<file path="config.mk">
export PLATFORM = sky130hd
export DESIGN_NAME = premuat3_ctrl
export DESIGN_NICKNAME = d
export VERILOG_FILES = /design/src/rtl/premuat3_ctrl.sv
export SDC_FILE = /design/constraint.sdc
export NUM_CORES = 1
export LEC_CHECK = 0
export CAP_MARGIN = 10
export CORE_UTILIZATION = 39
export CTS_BUF_LIST = sky130_fd_sc_hd__clkbuf_4 sky130_fd_sc_hd__clkbuf_8
export CTS_CLUSTER_DIAMETER = 60
export DETAILED_ROUTE_END_ITERATION = 6
export PLACE_DENSITY = 0.66
export SETUP_SLACK_MARGIN = 0.3
export SKIP_LAST_GASP = 1
export SYNTH_ARGS = -nofsm -noshare
export SYNTH_HDL_FRONTEND = slang
export SYNTH_SLANG_ARGS = --single-unit
</file>
<file path="constraint.sdc">
create_clock -name clk -period 2.37 [get_ports clk]
set_clock_uncertainty 0.2 [all_clocks]
set_input_delay 0.474 -clock clk [delete_from_list [all_inputs] [get_ports clk]]
set_output_delay 0.474 -clock clk [all_outputs]
set_load 0.01 [all_outputs]
</file>
<file path="src/rtl/premuat3_ctrl.sv">
// premuat3_ctrl -- row sequencer for the transform permutation datapath.
//
// Accepts one block of N = 4 << transize rows (4, 8, 16 or 32) from
// upstream, drives the datapath output-register load strobe and tracks the
// row held in that register until downstream takes it. Block configuration
// (size, inverse flag) is latched at start and held for the whole block.
//
// Ports
//   clk          rising-edge clock for all state
//   rst          synchronous active-high reset
//   i_start      block start request (acted on only in IDLE)
//   i_transize   size code 0..3 = 4x4..32x32
//   i_inverse    inverse-transform flag
//   i_flush      abort current block
//   i_valid      upstream row valid
//   o_ready      upstream row accept
//   o_transize   latched size to datapath
//   o_inverse    latched inverse flag to datapath
//   o_load       datapath output-register load (i_valid & o_ready)
//   o_valid      output-register row valid to downstream
//   i_ready      downstream accept
//   o_row        index of row held in output register
//   o_last       held row is the final row of the block
//   o_busy       state is not IDLE
//   o_done       one-cycle block-complete pulse
//   o_err        one-cycle pulse on i_start while busy
//
// state | meaning
// IDLE  | waiting for i_start, nothing in flight
// RUN   | accepting rows 0..N-1 from upstream
// DRAIN | all rows accepted, waiting for last row handshake downstream
module premuat3_ctrl (
  input  logic       clk,
  input  logic       rst,
  input  logic       i_start,
  input  logic [1:0] i_transize,
  input  logic       i_inverse,
  input  logic       i_flush,
  input  logic       i_valid,
  output logic       o_ready,
  output logic [1:0] o_transize,
  output logic       o_inverse,
  output logic       o_load,
  output logic       o_valid,
  input  logic       i_ready,
  output logic [4:0] o_row,
  output logic       o_last,
  output logic       o_busy,
  output logic       o_done,
  output logic       o_err
);

  typedef enum logic [1:0] {
    IDLE  = 2'd0,
    RUN   = 2'd1,
    DRAIN = 2'd2
  } state_t;

  state_t     state;
  logic [4:0] cnt;
  logic [4:0] last_idx;
  logic       handshake;
  logic       last_accept;

  always_comb begin
    last_idx = 5'd3;
    case (o_transize)
      2'd0:    last_idx = 5'd3;
      2'd1:    last_idx = 5'd7;
      2'd2:    last_idx = 5'd15;
      default: last_idx = 5'd31;
    endcase
  end

  assign o_ready     = (state == RUN) && (!o_valid || i_ready);
  assign o_load      = i_valid && o_ready;
  assign o_busy      = (state != IDLE);
  assign handshake   = o_valid && i_ready;
  assign last_accept = (cnt == last_idx);

  always_ff @(posedge clk) begin
    if (rst) begin
      state      <= IDLE;
      cnt        <= 5'd0;
      o_transize <= 2'd0;
      o_inverse  <= 1'b0;
      o_valid    <= 1'b0;
      o_row      <= 5'd0;
      o_last     <= 1'b0;
      o_done     <= 1'b0;
      o_err      <= 1'b0;
    end else begin
      o_done <= 1'b0;
      o_err  <= 1'b0;
      if (i_flush) begin
        // Abort wins over everything except reset; o_row is left stale
        // because o_valid=0 marks it as meaningless.
        state   <= IDLE;
        cnt     <= 5'd0;
        o_valid <= 1'b0;
        o_last  <= 1'b0;
      end else begin
        case (state)
          IDLE: begin
            // A start coinciding with o_done is dropped so the previous
            // block's completion is always seen before a new one begins.
            if (i_start && !o_done) begin
              o_transize <= i_transize;
              o_inverse  <= i_inverse;
              cnt        <= 5'd0;
              state      <= RUN;
            end
          end
          RUN: begin
            if (i_start) o_err <= 1'b1;
            if (o_load) begin
              o_valid <= 1'b1;
              o_row   <= cnt;
              o_last  <= last_accept;
              if (last_accept) begin
                // Counter parks at N-1 rather than stepping past the block.
                state <= DRAIN;
              end else begin
                cnt <= cnt + 5'd1;
              end
            end else if (handshake) begin
              o_valid <= 1'b0;
              o_last  <= 1'b0;
            end
          end
          DRAIN: begin
            if (i_start) o_err <= 1'b1;
            if (handshake) begin
              o_valid <= 1'b0;
              o_last  <= 1'b0;
              if (o_last) begin
                state  <= IDLE;
                o_done <= 1'b1;
              end
            end
          end
          default: state <= IDLE;
        endcase
      end
    end
  end

endmodule

</file>
# Word level (Yosys, flattened, before mapping)
# Cells that the tools add are included.
[totals]
output_inout_bits = 15
word_cells = 64
register_bits = 19
[classes]
mux = 19
bitwise = 4
reduce_logical = 20
n_eq_ne = 11
addsub = 1
[ops]
columns = ["op", "n"]
rows = [
  ["$mux 5", 3],
  ["$pmux 5 s3", 1],
  ["$ne 2x2->1 const B", 6],
  ["$mux 2", 5],
  ["$pmux 5 s2", 1],
  ["$mux 1", 6],
  ["$pmux 2 s3", 1],
  ["$reduce_and 3->1", 2],
  ["$reduce_bool 2->1", 3],
  ["$add 5x1->5 const B", 1],
  ["$eq 5x5->1", 1],
  ["$reduce_and 5->1", 1],
  ["$eq 2x1->1 const B", 2],
  ["$eq 2x2->1 const B", 2],
  ["$logic_and 1x1->1", 4],
  ["$logic_not 2->1", 2],
  ["$not 1->1", 4],
  ["$pmux 1 s2", 2],
  ["$reduce_and 4->1", 1],
  ["$reduce_or 2->1", 2],
  ["$reduce_or 4->1", 1],
  ["$reduce_or 3->1", 1],
  ["$logic_not 1->1", 2],
  ["$logic_or 1x1->1", 1],
]

# Logic depth before layout (Yosys ltp)
[logic_depth]
word_depth = 6
mapped_depth = 7
mapped_depth_nobuf = 7

# Least setup slack after synthesis
# No wires, ideal clock.
[synth_timing]
path_type = "register to register"
start = "register cnt[0]"
end = "register cnt[3]"
path_buffers = 0
period_less_slack_ps = 2100
required_ps = 2100
arrival_ps = 1830
setup_ps = 70
stages_incl_launch_ff = 7
slack_ps = 270
path_cell_list = "dfxtp_1 ha_1 or3b_4 a2111oi_4 o32a_4 or4_1 a21boi_1"
[synth_between]
elab_chain_cells = 4
elab_cells_between_ends = 7
[synth_lines]
columns = ["item", "line", "source"]
rows = [
  ["start, declared", "60", "logic [4:0] cnt;"],
  ["start signal, assigned", "124", "cnt <= cnt + 5'd1;"],
  ["$add 5x1->5", "124", ""],
  ["$mux 5", "120", "if (last_accept) begin"],
  ["$mux 5", "116", "if (o_load) begin"],
  ["$pmux 5 s2", "103", "case (state)"],
]
# Parallel ways exist; a longest one is shown, timed or not. The select of a mux whose other input is x is not followed.
# A chain may end at the register's enable or synchronous reset.

# Final worst setup path
[layout_timing]
start = "register cnt[0]"
end = "register cnt[0]"
# Same word-level chain as after synthesis.

==> out/metrics.csv <==
stage,metric,value,unit
outcome,status,finished clean,
sta,Sum Neg Setup Slack,0,ns
critical_path,R2R cell count,6,
critical_path,Slowest cell on crit path,or4b_1,
sta,Hold Fails Final Rpt,0,
clocking,CTS Buffer Depth,2,
finish,Reg area,390.4,sq um
synth,Yosys cell types,34,
hold_path,worst hold path depth,2,
clocking,CTS sink cnt,19,
clocking,"CTS clk-pin slew, worst paths",0.10,ns
critical_path,worst reg-to-reg setup slack,0.26,ns
global_route,initial antenna violation count,0,
die,Chip Height,51.70,microns
power,pwr/cell area,441.3,nW/um^2
synth,Synth Instances,113,
clocking,Root Buffer,clkbuf_4,
global_route,largest net degree at the start of global routing,12,
clocking,CTS tree,built,
synth,YS warnings,0,
sta,min Tclk post-route,2.113,ns
hold_path,HP Start,o_row[3],
sta,Worst slew margin,56.23,%
sta,fmax,473.3,MHz
detailed_routing,drt pass-1 iters,4,
hold_path,hold path endpoint,o_row[3],
sta,worst hold margin,0.2849,ns
finish,synthesis-to-layout area growth,40.13,%
clocking,hold buffers post-CTS,0,
global_route,first-pass GRT wire length,3.891,mm
power,maximum VDD drop,0.0002728,V
critical_path,crit path launch type,register,
synth,syn avg cell area,8.526,sq um
critical_path,"Max FO, Critical Path",4,
detailed_routing,Vias,953,
synth,leading area contributor after synthesis,dfxtp_1,
detailed_routing,DRC viols,0,
finish,nets@finish,160,
sta,period utilization,89.15,%
critical_path,CP arrival,2.14,ns
finish,antenna cells,0,
detailed_routing,Iter 0 DRT Violations,17,
die,core area,2276,sq um
place,HPWL Detailed,1.668,mm
synth,"Seq/Total Area, Yosys",39.48,%
detailed_routing,Via density,5.477,
sta,Slew @ Worst Pin,0.6565,ns
critical_path,nature of the critical path endpoint,register,
synth,share of the synthesized area in the top cell type,39.48,%
global_route,vias in the first global route,877,
die,row count,17,
finish,Fillers,211,
place,IO Port Bufs,23,
finish,most frequent cells in the layout,"clkdlybuf4s50_1 (19), nand2_1 (15), dfxtp_1 (15)",
critical_path,Crit Path Class,register to register,
synth,"flops & latches, synth",19,
critical_path,critical path required time,2.40,ns
detailed_routing,post-route ant nets,0,
sta,fin. max-slew vios,0,
critical_path,worst reg2reg endpoint,cnt[0],
die,Die Area,2673,sq um
clocking,cts bufs inserted,3,
power,Leak Pwr,0.4799,nW
synth,syn_nets,126,
place,Placer Congestion,0.7489,
detailed_routing,drt wl/cell,13.22,microns
clocking,H-tree Lvls,1,
critical_path,CP cell instances,ha_4 -> or3b_4 -> a2111oi_4 -> o32a_2 -> or4b_1 -> a21oi_1,
sta,RSZ-0062 raised after global routing,yes,
die,IO Pins,24,
sta,final setup fails,0,
die,starting density of the core,42.33,%
synth,Area contributors post-synth,"dfxtp_1 (39%), a21oi_1 (6.2%), nand2_1 (5.8%)",
synth,Synth Cell Area,963.4,sq um
die,Die X,51.70,microns
hold_path,hold crit path type,register to register,
critical_path,reg2reg start,cnt[0],
global_route,GRT overflow,0,
critical_path,Worst path max stage delay,0.47,ns
finish,layout cell share with drive strength beyond 1,20.55,%
finish,area occupied by multi-input gates,584.3,sq um
run,MaxCap Viol Count,0,
global_route,gr usage total,19.68,%
finish,"most common cell after layout, fill and taps aside",clkdlybuf4s50_1,
detailed_routing,routed wire length,2.300,mm
clocking,worst skew pair latency,0.29,ns
[worst max path at each step]
| stage | startpoint | cells after the start | endpoint | slack (ns) |
|---|---|---|---|---|
| 2_1_floorplan | cnt[0] | 6 | cnt[3] | 0.31 |
| 3_3_place_gp | i_ready | 4 | o_ready | -0.14 |
| 3_5_place_dp | i_ready | 4 | o_ready | -0.16 |
| 4_1_cts | cnt[1] | 6 | cnt[2] | 0.22 |
| 5_1_grt | cnt[0] | 6 | cnt[0] | 0.21 |
| 6_report | cnt[0] | 6 | cnt[0] | 0.26 |
[per-stage QoR]
step	util [%]	cell area, sq um	setup slack [ns]	total power, W	std cells
after floorplan	-	973.4	0.3091	0.0003814	113
after global placement	55.69	1267	-0.1400	0.0004239	166
after detailed placement	55.69	1267	-0.1629	0.0004263	166
after CTS	59.15	1346	0.2178	0.0006024	174
after global routing	59.32	1350	0.2141	0.0006226	174
final	59.32	1350	0.2571	0.0005958	174
[cell type report]
| class | count | share of cell area (%) |
|---|---|---|
| repair buffers | 32 | 21.59 |
| well taps | 28 | 2.595 |
| multi-input cells | 86 | 43.28 |
| clock buffers | 4 | 2.224 |
| flip-flops and latches | 19 | 28.92 |
| inverters | 5 | 1.390 |
[sequential cells by signal (all words and copies together), names as in the netlist]
signal	count
cnt	5
o_done	1
o_err	1
o_inverse	1
o_last	1
o_row	5
o_transize	2
o_valid	1
state	2
[report_power, final]
part	switching, W	total (W)	internal, W
clock network	0.0000978	0.000175	0.0000770
registers	0.00000466	0.000326	0.000322
logic	0.0000490	0.0000945	0.0000455
[layer usage]
metal | vias to the layer above | GRT usage [%] | wire length, microns
li1 | 478 | - | -
met2 | 20 | 31.60 | 1091
met4 | 0 | 6.757 | 27
met3 | 4 | 3.509 | 89
met5 | - | 0 | 0
met1 | 451 | 26.34 | 1092
[synth_stat cells]
cell and n:
o41ai_1 1, buf_2 1, a21oi_1 12, or4_1 2
o211a_1 1, a21boi_1 2, nand2b_1 1, and2_1 1
nor2_1 9, and3_1 1, or3_1 1, nand2_1 15
dfxtp_1 19, or3b_4 1, o21ai_0 11, o211ai_1 1
a221o_1 1, ha_1 4, or4b_1 1, inv_1 5
nand3_2 1, mux2_2 1, clkbuf_1 3, a2111oi_4 1
nor3b_1 3, nand3b_1 1, xor2_1 1, o31ai_1 2
o32a_4 1, nor3_1 1, mux2i_1 1, or2b_2 1
nand3_1 5, or2_2 1
[cells by family (layout without fill, tap and decap cells)]
| logic type | count (synthesis) | in the layout | synth area share (%) |
|---|---|---|---|
| AO/OA/AOI/OAI | 33 | 34 | 24.03 |
| XOR/XNOR | 1 | 1 | 0.9093 |
| adder cells (fa/ha/maj) | 4 | 4 | 5.195 |
| buffers and inverters | 9 | 41 | 3.636 |
| flip-flops | 19 | 19 | 39.48 |
| multiplexers | 2 | 2 | 2.208 |
| AND/OR/NAND/NOR | 45 | 45 | 24.55 |
[timing repair]
| item | in CTS | in global routing |
|---|---|---|
| resized for setup | 12 | 7 |
| gates cloned | 1 | 0 |
| setup endpoints to repair | 11 | 11 |
| buffers inserted | 3 | 0 |
| pin swaps | 6 | 8 |
[worst max-delay path, delay by kind of cell (launching register included)]
kind,cells,cell delay (ns)
compound gates,3,0.62
flops,1,0.37
simple gates,2,0.71
fa+ha+maj,1,0.17
Power figures use the tool's default switching activity.
